<file path="src/rtl/sumador_serie.sv">
// Bit-serial WIDTH-bit adder: one full-adder cell plus a carry flop, LSB first, with enb/valid handshake.
// Optional signed-overflow output ovf is enabled by defining SUMADOR_SERIE_OVF_EN.
module sumador_serie #(
    parameter int WIDTH = 4
) (
    input  logic             clk,
    input  logic             reset_L,
    input  logic             enb,
    input  logic [WIDTH-1:0] a,
    input  logic [WIDTH-1:0] b,
    output logic [WIDTH-1:0] c,
    output logic             cout,
    output logic             busy,
    output logic             valid
`ifdef SUMADOR_SERIE_OVF_EN
    ,
    output logic             ovf
`endif
);

    localparam int CNT_W = $clog2(WIDTH);

    typedef enum logic [1:0] {
        IDLE = 2'd0,
        SUM  = 2'd1,
        DONE = 2'd2
    } state_t;

    state_t             state_q;
    logic [WIDTH-1:0]   sa_q;
    logic [WIDTH-1:0]   sb_q;
    logic [WIDTH-2:0]   sum_q;
    logic               carry_q;
    logic [CNT_W-1:0]   cnt_q;
    logic [WIDTH-1:0]   c_q;
    logic               cout_q;
    logic               valid_q;
`ifdef SUMADOR_SERIE_OVF_EN
    logic               ovf_q;
`endif

    logic               s_d;
    logic               carry_d;
    logic [WIDTH-1:0]   sum_d;
    logic               last_bit;

    always_comb begin
        s_d      = sa_q[0] ^ sb_q[0] ^ carry_q;
        carry_d  = (sa_q[0] & sb_q[0]) | (sa_q[0] & carry_q) | (sb_q[0] & carry_q);
        // The bit computed this cycle joins the WIDTH-1 already collected to form the full sum.
        sum_d    = {s_d, sum_q};
        last_bit = (cnt_q == CNT_W'(WIDTH - 1));
    end

    always_ff @(posedge clk or negedge reset_L) begin
        if (!reset_L) begin
            state_q <= IDLE;
            sa_q    <= '0;
            sb_q    <= '0;
            sum_q   <= '0;
            carry_q <= 1'b0;
            cnt_q   <= '0;
            c_q     <= '0;
            cout_q  <= 1'b0;
            valid_q <= 1'b0;
`ifdef SUMADOR_SERIE_OVF_EN
            ovf_q   <= 1'b0;
`endif
        end else begin
            valid_q <= 1'b0;
            case (state_q)
                IDLE: begin
                    if (enb) begin
                        sa_q    <= a;
                        sb_q    <= b;
                        carry_q <= 1'b0;
                        cnt_q   <= '0;
                        state_q <= SUM;
                    end
                end
                SUM: begin
                    carry_q <= carry_d;
                    sum_q   <= sum_d[WIDTH-1:1];
                    sa_q    <= sa_q >> 1;
                    sb_q    <= sb_q >> 1;
                    cnt_q   <= cnt_q + 1'b1;
                    if (last_bit) begin
                        state_q <= DONE;
                        c_q     <= sum_d;
                        cout_q  <= carry_d;
                        valid_q <= 1'b1;
`ifdef SUMADOR_SERIE_OVF_EN
                        // Carry into the MSB cell differs from carry out of it.
                        ovf_q   <= carry_q ^ carry_d;
`endif
                    end
                end
                DONE:    state_q <= IDLE;
                default: state_q <= IDLE;
            endcase
        end
    end

    assign c     = c_q;
    assign cout  = cout_q;
    assign valid = valid_q;
    assign busy  = (state_q != IDLE);
`ifdef SUMADOR_SERIE_OVF_EN
    assign ovf   = ovf_q;
`endif

endmodule

</file>
<file path="config.mk">
export PLATFORM = sky130hd
export DESIGN_NAME = sumador_serie
export DESIGN_NICKNAME = d
export VERILOG_FILES = /design/src/rtl/sumador_serie.sv
export SDC_FILE = /design/constraint.sdc
export NUM_CORES = 1
export LEC_CHECK = 0
export BUFFER_PORTS_ARGS = -buffer_cell sky130_fd_sc_hd__buf_4
export CAP_MARGIN = 10
export CORE_MARGIN = 2
export CORE_UTILIZATION = 53
export DETAILED_ROUTE_END_ITERATION = 10
export GPL_ROUTABILITY_DRIVEN = 0
export PLACE_DENSITY = 0.76
export SYNTH_ARGS = -nofsm -noshare
export SYNTH_HDL_FRONTEND = slang
export SYNTH_SLANG_ARGS = --single-unit
</file>
<file path="constraint.sdc">
create_clock -name clk -period 1.4 [get_ports clk]
set_input_delay 0.35 -clock clk [delete_from_list [all_inputs] [get_ports clk]]
set_output_delay 0.35 -clock clk [all_outputs]
set_load 0.01 [all_outputs]
</file>
=== After elaboration in Yosys (flattened, before gate mapping) ===
Cells that the tools add are included.
Widths: inputs -> output; s select.

* Add/sub/neg operators: 1
* Equality and inequality tests: 4
* Mux-type cells: 13
* Bitwise logic cells: 7
* Reduce and logical (&&, ||, !) cells: 6

{| class="wikitable"
|+ Operators with widths
! kind !! number
|-
| $pmux 4 s2 || 2
|-
| $mux 4 || 2
|-
| $pmux 2 s2 || 2
|-
| $mux 2 || 3
|-
| $reduce_and 2->1 || 3
|-
| $ne 2x2->1 const B || 2
|-
| $reduce_bool 2->1 || 2
|-
| $and 1x1->1 || 3
|-
| $mux 1 || 3
|-
| $add 2x1->2 const B || 1
|-
| $eq 2x1->1 const B || 1
|-
| $eq 2x2->1 const B || 1
|-
| $logic_not 2->1 || 1
|-
| $or 1x1->1 || 2
|-
| $pmux 1 s2 || 1
|-
| $xor 1x1->1 || 2
|}

* Register bits: 22

=== Logic depth before layout (Yosys ltp) ===
Gate-level depths: netlist of run 1.

* Word-level depth: 4
* Gate-level depth with buffers: 3
* Mapped depth without buffers: 3

=== Least setup slack after synthesis of run 1 ===
No wires, ideal clock.

* Kind: reg2reg
* Start point: register sa_q[0]
* End point: register c_q[3] (netlist: c[3])
* Arrival: 1.120 ns
* Slack: 0.155 ns
* Cell stages (with the launch flop): 3
* Path buffers: 0
* Clock period less this slack: 1.245 ns
* Cell sequence: dfrtp_1 fa_1 mux2_4

* Word-level cells in the longest chain between the ends: 2

{| class="wikitable"
|+ Ends and longest elaborated chain
! what !! RTL line !! RTL
|-
| start: declaration || 30 || <nowiki>logic [WIDTH-1:0] sa_q;</nowiki>
|-
| start signal: assignment || 84 || <nowiki>sa_q <= sa_q >> 1;</nowiki>
|-
| $xor 1x1->1 (2 in a row) || 48 || <nowiki>s_d = sa_q[0] ^ sb_q[0] ^ carry_q;</nowiki>
|-
| net s_d || 42 || <nowiki>logic s_d;</nowiki>
|-
| end signal: assignment || 89 || <nowiki>c_q <= sum_d;</nowiki>
|-
| end: declaration || 35 || <nowiki>logic [WIDTH-1:0] c_q;</nowiki>
|}

The timed path passes the listed nets, and every way through them passes these cells.
A chain may end at the register's enable or synchronous reset.

=== Worst setup path in the final report of run 1 ===
* Start point: register state_q[1]
* End point: output port busy

* Word-level cells in the longest chain between the ends: 1

{| class="wikitable"
|+ Ends and longest elaborated chain
! what !! RTL line !! RTL
|-
| start: declaration || 29 || <nowiki>state_t state_q;</nowiki>
|-
| start signal: assignment || 57 || <nowiki>state_q <= IDLE;</nowiki>
|-
| start signal: assignment || 78 || <nowiki>state_q <= SUM;</nowiki>
|-
| start signal: assignment || 88 || <nowiki>state_q <= DONE;</nowiki>
|-
| $reduce_bool 2->1 || 107 || <nowiki>assign busy = (state_q != IDLE);</nowiki>
|-
| end: declaration || 13 || <nowiki>output logic busy,</nowiki>
|}

No other way between the ends.

==> qor.csv, run 1 <==
metric,value,unit
drc_errors,0,
drive_above_1_share,47.3,%
post-dp-hpwl,1170,um
worstPathMaxFanout,2,
first_iter_violations,14,
synth-compound-area-share,12.4,%
dr.pass1.iters,4,
yosys-top-cells-area,"dfrtp_1 55%, mux2_4 7.4%, o221a_2 6.7%, or4b_1 5.9%, mux2_1 2.2%",
die-area,2270,um^2
syn_avg_cell_area,14.8,um^2
cp_top_family,flip-flops,
crit_path_top_delay_cell,dfrtp_2,
die_x,47.6,um
comb_power_share,44.4,%
synth-seq-cells,22,
final_cell_area,1250,um^2
path_cells,"or2_4, buf_6",
cp-end-kind,output pin,
cts_made_buffers,3,
drv_cap,0,
routedWlPerCell,15.5,um
maxSlewHeadroom,81.4,%
dieHeight,47.6,um
drt_wl_total,1800,um
final_antenna_net_count,0,
grt_pass1_vias,611,
clockBufferDepth,2,
status,"finished, violations left",
htree_levels,1,
tritoncts,yes,
viasPerCell,5.69,
dpl_cell_area,1160,um^2
nFillCells,147,
hold-worst-slack,0.342,ns
slew_violations,0,
layout.nets,105,
cts.sinks,22,
synth_top_cell_by_area,dfrtp_1,
final_cell_mix,"21 x buf_4, 20 x dfrtp_1, 6 x or4b_1, 6 x o221a_2, 5 x mux2_4",
finalCriticalPeriod,1.45,ns
synth_top_family_by_area,simple AND/OR/NAND/NOR gates,
power.share.sequential,39.0,%
final_common_cell,buf_4,
synthAdderAreaFrac,3.22,%
finClkSkew,0.00838,ns
crit_required,1.05,ns
cts_root_buf,clkbuf_4,
synth_cell_types,24,
synth_nets,81,
total_power,2920,uW
vias,660,
switching_share,31.1,%
period_share,103,%
antenna_cells,0,
clkTransAtPathRegs,0.11,ns
synthSimpleGateAreaFrac,14.5,%
antenna_found_initial,0,
p_leak,0.000615,uW
worstMarginPinSlew,0.280,ns
synth_top_area_share,54.5,%
ioPinCount,18,
grt_max_degree,23,
clk_latency,0.32,ns
synth_warnings,0,
min_path_cells,3,
critPathMaxStageDelay,0.42,ns
synthCells,68,
worstPathArrival,1.10,ns
syn_area,1010,um^2
critPathKind,flip-flop to output pin,
violations,negative setup slack,
rsz0062_at_grt,yes,
power_density,2340,nW/um^2
ir_drop,1110,uV
pwr-share-clk,16.6,%
area_delta_synth_final,23.7,%
p_int,2010,uW
portBuffers,17,
crit_cells,2,
fin_ws,-0.0489,ns
hold_violations,0,
critPathLaunchType,flip-flop,
grt_util_all_layers,19.5,%
num_rows,15,
min_path_type,input pin to flip-flop,
finalSetupViolCount,2,
grt_pass1_wl,2900,um
grt-ovfl-total,0,
timing.fmax,690,MHz
synth_xor_area_share,0,%
synth_mux_area_share,11.8,%
net-switching-power,908,uW
yosysSeqAreaShare,54.5,%
r2r_cells,3,
floorplan.initialDensity,57.2,%
path_buf_inv,1,
fp.coreArea,1760,um^2
through the flow:
stage / TNS (ns) / util [%] / std cells / setup slack [ns]
global route: -0.120 / 70.8 / 116 / -0.0833
floorplan: 0 / - / 68 / 0.155
global placement: 0 / 65.9 / 109 / 0.0289
finish: -0.0552 / 70.8 / 116 / -0.0489
detailed placement: 0 / 65.9 / 109 / 0.0123
CTS: -0.0642 / 70.8 / 116 / -0.0604
per-layer routing:
layer  global-route usage [%]  vias up  share of wire (%)
li1                         -      303                  -
met1                     27.3      329                 45
met2                     28.4       23                 48
met3                     3.40        5                4.9
met4                     11.4        0                2.6
met5                        0        -                  0
sequential cells by signal (all words and copies together), names as in the netlist:
signal   flops
sum_q        3
sa_q         4
cout         1
cnt_q        2
c            4
valid        1
sb_q         4
state_q      2
carry_q      1
synthesized netlist by cell type, drive strengths merged:
| library cell | number |
|---|---|
| ha | 1 |
| a22o | 2 |
| a211o | 2 |
| a21oi | 1 |
| or4b | 6 |
| fa | 1 |
| nor2b | 1 |
| buf | 4 |
| nor4bb | 2 |
| inv | 2 |
| mux2i | 1 |
| nand3b | 1 |
| mux2 | 8 |
| nand2b | 3 |
| or2 | 1 |
| o21bai | 1 |
| dfrtp | 22 |
| o21ba | 1 |
| o221a | 6 |
| nor3b | 2 |
area by class of cell:
type | instances | area (um^2) | share of cell area (%)
sequential | 22 | 553 | 44.3
tap | 25 | 31.3 | 2.51
inverter | 2 | 7.51 | 0.601
timing repair buffer | 23 | 179 | 14.3
clock buffer | 3 | 22.5 | 1.80
clock inverter | 1 | 30.0 | 2.40
multi-input combinational | 40 | 425 | 34.1
worst min-delay path, delay by kind of cell:
family                 cells  cell delay (ns)
AND/OR/NAND/NOR            1             0.07
AO/OA/AOI/OAI              1             0.06
buffers and inverters      1             0.15
final timing paths:
kind | startpoint | to | slack [ns]
setup reg to reg | state_q[0] | sa_q[0] | -0.01
hold reg to reg | cnt_q[1] | cnt_q[1] | 0.52
min in group asynchronous | reset_L | c[0] | 0.43
max in group asynchronous | reset_L | state_q[1] | 0.72
hold / removal | enb | state_q[0] | 0.34
setup / recovery | state_q[1] | busy | -0.05
cell families after synthesis:
group	count (synthesis)
adders and majority gates	2
muxes	9
DFF	22
AOI/OAI and AO/OA	13
and+or+nand+nor	16
buffers and inverters	6
power groups by stage:
stage                     clock [uW]  combinational (uW)  sequential, uW
after floorplan                    0                 845            1150
after global placement             0                1110            1210
after detailed placement           0                1150            1220
after CTS                        503                1310            1140
after global routing             528                1420            1180
final                            484                1300            1140
timing repair:
item	4_1_cts	5_1_grt
setup endpoints to repair	3	3
hold endpoints to repair	22	0
resized for setup	4	0
pin swaps	1	1
buffers inserted	2	0
hold buffers	1	0
Note: power is estimated with default switching activity, not from simulation.
==> run 2: changes to the inputs <==
--- a/config.mk
+++ b/config.mk
@@ -8,9 +8,11 @@
 export BUFFER_PORTS_ARGS = -buffer_cell sky130_fd_sc_hd__buf_4
 export CAP_MARGIN = 10
+export CELL_PAD_IN_SITES_DETAIL_PLACEMENT = 0
+export CELL_PAD_IN_SITES_GLOBAL_PLACEMENT = 1
 export CORE_MARGIN = 2
-export CORE_UTILIZATION = 53
+export CORE_UTILIZATION = 43
 export DETAILED_ROUTE_END_ITERATION = 10
 export GPL_ROUTABILITY_DRIVEN = 0
-export PLACE_DENSITY = 0.76
+export PLACE_DENSITY_LB_ADDON = 0.1
 export SYNTH_ARGS = -nofsm -noshare
 export SYNTH_HDL_FRONTEND = slang
==> constraint.sdc (replaced) <==
create_clock -name clk -period 1.4 [get_ports clk]
set_input_delay 0.14 -clock clk [delete_from_list [all_inputs] [get_ports clk]]
set_output_delay 0.14 -clock clk [all_outputs]
set_load 0.01 [all_outputs]
==> run 2 against run 1 <==
Effect of this change: the flow now finishes without violations; total power fell by 0.33%; sequential cell count did not move; combinational power barely moved; clock power fell by 1%; non-clock buffer count rose by 1; wire length fell by 6.4%; worst setup slack improved by 0.085 ns; clock-buffer cell count did not move; clock skew fell by 0.0026 ns; die area rose by 21%; via count fell by 4.4%; critical endpoint unchanged; largest cell class unchanged.
==> qor.csv, run 2 (same netlist as run 1, synthesis figures left out) <==
metric,value,unit,change
antenna_cells,0,,unchanged
crit_start,state_q[1],,unchanged
die_x,52.5,um,was 47.6 um
routedWlPerCell,14.1,um,was 15.5 um
power_density,2290,nW/um^2,was 2340 nW/um^2
antenna_found_initial,0,,unchanged
grt-ovfl-total,0,,unchanged
grt_max_degree,23,,unchanged
hold_start,enb,,unchanged
cts.sinks,22,,unchanged
area_delta_synth_final,25.9,%,was 23.7%
grt_util_all_layers,14.5,%,was 19.5%
finalSetupViolCount,0,,was 2
fp.coreArea,2210,um^2,was 1760 um^2
clockBufferDepth,2,,unchanged
htree_levels,1,,unchanged
vias,631,,was 660
net-switching-power,871,uW,was 908 uW
grt_pass1_vias,620,,was 611
final_antenna_net_count,0,,unchanged
dr.pass1.iters,3,,was 4
p_leak,0.000623,uW,was 0.000615 uW
critPathLaunchType,flip-flop,,unchanged
ioPinCount,18,,unchanged
switching_share,29.9,%,was 31.1%
viasPerCell,5.26,,was 5.69
r2r-start,state_q[0],,unchanged
cts_root_buf,clkbuf_4,,unchanged
portBuffers,17,,unchanged
worstPathMaxFanout,3,,was 2
grt_pass1_wl,2840,um,was 2900 um
timing.rr.end,sa_q[1],,was sa_q[0]
final_cell_area,1270,um^2,was 1250 um^2
min_path_type,input pin to flip-flop,,unchanged
drive_above_1_share,47.8,%,was 47.3%
pwr-share-clk,16.5,%,was 16.6%
drv_cap,0,,unchanged
slew_violations,0,,unchanged
final_cell_mix,"20 x dfrtp_1, 19 x buf_4, 6 x or4b_1, 6 x o221a_2, 5 x mux2_4",,"was 21 x buf_4, 20 x dfrtp_1, 6 x or4b_1, 6 x o221a_2, 5 x mux2_4"
floorplan.initialDensity,45.6,%,was 57.2%
hold_violations,0,,unchanged
critPathKind,flip-flop to output pin,,unchanged
dpl_cell_area,1170,um^2,was 1160 um^2
status,finished clean,,"was finished, violations left"
cp-end-kind,output pin,,unchanged
r2r_slack,0.06,ns,was -0.01 ns
drt_wl_total,1690,um,was 1800 um
layout.nets,106,,was 105
comb_power_share,44.8,%,was 44.4%
period_share,97.4,%,was 103%
maxSlewHeadroom,81.4,%,about the same
clkTransAtPathRegs,0.12,ns,was 0.11 ns
min_path_cells,3,,unchanged
dieHeight,52.5,um,was 47.6 um
r2r_cells,3,,unchanged
worstMarginPinSlew,0.279,ns,was 0.280 ns
final_common_cell,dfrtp_1,,was buf_4
p_int,2040,uW,was 2010 uW
tritoncts,yes,,unchanged
worstPathArrival,1.22,ns,was 1.10 ns
crit_required,1.26,ns,was 1.05 ns
clk_latency,0.31,ns,was 0.32 ns
finClkSkew,0.00573,ns,was 0.00838 ns
die-area,2750,um^2,was 2270 um^2
nFillCells,187,,was 147
power.share.sequential,38.8,%,was 39.0%
drc_errors,0,,unchanged
cts_made_buffers,3,,unchanged
first_iter_violations,13,,was 14
num_rows,17,,was 15
final_core_util,57.5,%,was 70.8%
finalCriticalPeriod,1.36,ns,was 1.45 ns
rsz0062_at_grt,yes,,unchanged
timing.fmax,733,MHz,was 690 MHz
ir_drop,1550,uV,was 1110 uV
crit_path_end,busy,,unchanged
run 2: changes by cell type in the layout (fill, tap and decap cells not counted):
cell   previous run  this run
buf_4            21        19
buf_6             1         4
run 2: power by group through the flow:
stage	sequential, uW	clock [uW]	combinational [uW]
floorplan	1150	0	845
global placement	1190	0	1160
detailed placement	1200	0	1190
CTS	1130	494	1310
global route	1170	522	1440
finish	1130	479	1300
run 2: worst min-delay path by stage:
stage | slack [ns] | endpoint
2_1_floorplan | -0.16 | c[0]
3_3_place_gp | 0.05 | sb_q[2]
3_5_place_dp | 0.04 | c[0]
4_1_cts | 0.14 | state_q[0]
5_1_grt | 0.15 | state_q[0]
6_report | 0.14 | state_q[0]
run 2: cell type report:
| type | count | area (um^2) | share of cell area [%] |
|---|---|---|---|
| clock buffers | 3 | 22.5 | 1.77 |
| clock inverters | 1 | 30.0 | 2.36 |
| flip-flops and latches | 22 | 553 | 43.5 |
| inverters | 2 | 7.51 | 0.591 |
| well taps | 28 | 35.0 | 2.76 |
| multi-input cells | 40 | 425 | 33.5 |
| repair buffers | 24 | 198 | 15.6 |
run 2: what timing repair did:
action                     4_1_cts  5_1_grt
gates resized for setup          4        3
setup buffers                    2        0
pin swaps                        0        0
hold buffers                     1        0
setup endpoints to repair        1        1
hold endpoints to repair        22        0
run 2: stage by stage:
step / std cells / power, uW / setup TNS, ns / hold WS (ns) / setup slack, ns
after floorplan: 68 / 2000 / 0 / -0.156 / 0.155
after global placement: 113 / 2360 / 0 / 0.0464 / 0.0898
after detailed placement: 113 / 2390 / 0 / 0.0440 / 0.0556
after CTS: 120 / 2940 / 0 / 0.135 / 0.0207
after global routing: 120 / 3130 / -0.00523 / 0.145 / -0.00523
final: 120 / 2910 / 0 / 0.140 / 0.0357
run 2: worst max-delay path: stages, from the launching register on:
cell and delay [ns]:
dfrtp_2 0.44, buf_6 0.12, or2_4 0.24, buf_6 0.12
run 2: routing by layer:
layer / global-route usage [%] / share of wire, % / up-vias
li1: - / - / 308
met3: 5.14 / 4.3 / 2
met2: 23.8 / 47 / 13
met4: 2.56 / 0.83 / 0
met1: 18.5 / 48 / 308
met5: 0 / 0 / -
==> run 3: changes to the inputs <==
--- a/config.mk
+++ b/config.mk
@@ -12,4 +12,5 @@
 export CORE_MARGIN = 2
 export CORE_UTILIZATION = 43
+export CTS_CLUSTER_SIZE = 8
 export DETAILED_ROUTE_END_ITERATION = 10
 export GPL_ROUTABILITY_DRIVEN = 0
==> constraint.sdc (replaced) <==
create_clock -name clk -period 1.4 [get_ports clk]
set_input_delay 0.07 -clock clk [delete_from_list [all_inputs] [get_ports clk]]
set_output_delay 0.07 -clock clk [all_outputs]
set_load 0.01 [all_outputs]
==> run 3 against run 2 <==
Effect of this change: clock power is essentially flat; core utilization fell by 0.51 points; fmax increased by 0.66%; worst hold slack got worse by 0.068 ns; sequential cell count unchanged; wire length hardly changed; cell area is 0.89% lower; global-route usage shrank 0.12 points; critical path depth unchanged; cell count unchanged; combinational power hardly changed; critical path type is now flip-flop to flip-flop; largest cell class unchanged.
==> qor.csv, run 3 (same netlist as run 1, synthesis figures left out) <==
metric,value,unit,change
worstPathArrival,1.56,ns,was 1.22 ns
htree_levels,1,,unchanged
cts_made_buffers,3,,unchanged
grt_pass1_vias,620,,unchanged
first_iter_violations,13,,unchanged
clk_latency,0.31,ns,about the same
finalCriticalPeriod,1.36,ns,about the same
grt-ovfl-total,0,,unchanged
grt_max_degree,23,,unchanged
final_antenna_net_count,0,,unchanged
critPathLaunchType,flip-flop,,unchanged
critPathMaxStageDelay,0.52,ns,was 0.44 ns
cp-end-kind,flip-flop,,was output pin
dieHeight,52.5,um,unchanged
grt_busiest_layer,met2,,unchanged
met3_usage,5.14,%,unchanged
antenna_cells,0,,unchanged
nFillCells,189,,was 187
area_delta_synth_final,24.8,%,was 25.9%
fp.coreArea,2210,um^2,unchanged
path_cells,"buf_4, or4b_1, o221a_2",,"was buf_6, or2_4, buf_6"
cts_root_buf,clkbuf_4,,unchanged
dr.pass1.iters,3,,unchanged
worstPathMaxFanout,14,,was 3
portBuffers,17,,unchanged
tritoncts,yes,,unchanged
crit_path_top_delay_cell,or4b_1,,was dfrtp_2
ir_drop,1540,uV,was 1550 uV
slew_violations,0,,unchanged
hold-worst-slack,0.0724,ns,was 0.140 ns
fin_tns_setup,0,ns,unchanged
layout.nets,106,,unchanged
antenna_found_initial,0,,unchanged
drt_wl_total,1690,um,about the same
crit_required,1.60,ns,was 1.26 ns
grt_pass1_wl,2820,um,was 2840 um
drv_cap,0,,unchanged
drc_errors,0,,unchanged
use_met1,18.2,%,was 18.5%
final_common_cell,buf_4,,was dfrtp_1
met2_usage,23.8,%,unchanged
worstMarginPinSlew,0.279,ns,about the same
fin_ws,0.0447,ns,was 0.0357 ns
min_path_type,input pin to flip-flop,,unchanged
critPathKind,flip-flop to flip-flop,,was flip-flop to output pin
clockBufferDepth,2,,unchanged
ioPinCount,18,,unchanged
grt_util_all_layers,14.4,%,was 14.5%
path_buf_inv,1,,was 2
routedWlPerCell,14.1,um,about the same
floorplan.initialDensity,45.6,%,unchanged
die_x,52.5,um,unchanged
power_density,2290,nW/um^2,about the same
dp_slack,0.0556,ns,unchanged
finClkSkew,0.00534,ns,was 0.00573 ns
dpl_cell_area,1170,um^2,unchanged
finalSetupViolCount,0,,unchanged
period_share,96.8,%,was 97.4%
final_cell_mix,"22 x buf_4, 20 x dfrtp_1, 6 x or4b_1, 6 x o221a_2, 5 x mux2_4",,"was 20 x dfrtp_1, 19 x buf_4, 6 x or4b_1, 6 x o221a_2, 5 x mux2_4"
vias,631,,unchanged
die-area,2750,um^2,unchanged
viasPerCell,5.26,,unchanged
num_rows,17,,unchanged
status,finished clean,,unchanged
cts.sinks,22,,unchanged
timing.fmax,738,MHz,was 733 MHz
hold_violations,0,,unchanged
rsz0062_at_grt,no,,was yes
maxSlewHeadroom,81.4,%,about the same
clkTransAtPathRegs,0.12,ns,about the same
final_core_util,57.0,%,was 57.5%
drive_above_1_share,47.8,%,unchanged
final_cell_area,1260,um^2,was 1270 um^2
p_leak,0.000620,uW,was 0.000623 uW
cp_top_family,simple AND/OR/NAND/NOR gates,,was flip-flops
## run 3: path summary, 6_finish.rpt
| path | from | to | slack (ns) | cells after the start |
|---|---|---|---|---|
| max | state_q[1] | sa_q[1] | 0.04 | 3 |
| min | enb | state_q[0] | 0.07 | 3 |
| max reg2reg | state_q[1] | sa_q[1] | 0.04 | 3 |
| min reg2reg | cnt_q[0] | cnt_q[0] | 0.50 | 1 |
| max in group asynchronous | reset_L | state_q[1] | 1.00 | 2 |
| min in group asynchronous | reset_L | sb_q[2] | 0.17 | 2 |
## run 3: where the power goes
part	total [uW]	switching, uW	internal [uW]
sequential	1120	181	944
combinational	1290	494	792
clock	479	190	289
total	2890	865	2020
## run 3: per-stage QoR
stage,power [uW],cells
after floorplan,2000,68
after global placement,2360,113
after detailed placement,2390,113
after CTS,2910,120
after global routing,3100,120
final,2890,120
## run 3: layer usage
metal / vias up / share of wire, %
met4: 0 / 0.83
met5: - / 0
met2: 13 / 47
met3: 2 / 4.3
met1: 308 / 48
li1: 308 / -
## run 3: layout make-up
| cell class | instances | area (um^2) | share of cell area [%] |
|---|---|---|---|
| clock buffers | 3 | 22.5 | 1.79 |
| multi-input cells | 40 | 425 | 33.8 |
| well taps | 28 | 35.0 | 2.78 |
| inverters | 2 | 7.51 | 0.596 |
| flip-flops and latches | 22 | 553 | 43.9 |
| clock inverters | 1 | 30.0 | 2.38 |
| repair buffers | 24 | 186 | 14.8 |
## run 3: tightest hold or removal path, delay by kind of cell
kind                   cells  cell delay, ns
AOI/OAI and AO/OA          1            0.06
buffers and inverters      1            0.15
and+or+nand+nor            1            0.08
## run 3: repair_timing
action / CTS / global route
setup buffers: 2 / 0
hold buffers: 1 / 0
endpoints found under the hold margin: 22 / 0
cloned: 0 / 0
pin swaps: 0 / 0
resized for setup: 2 / 2
endpoints found under the setup margin: 1 / 1
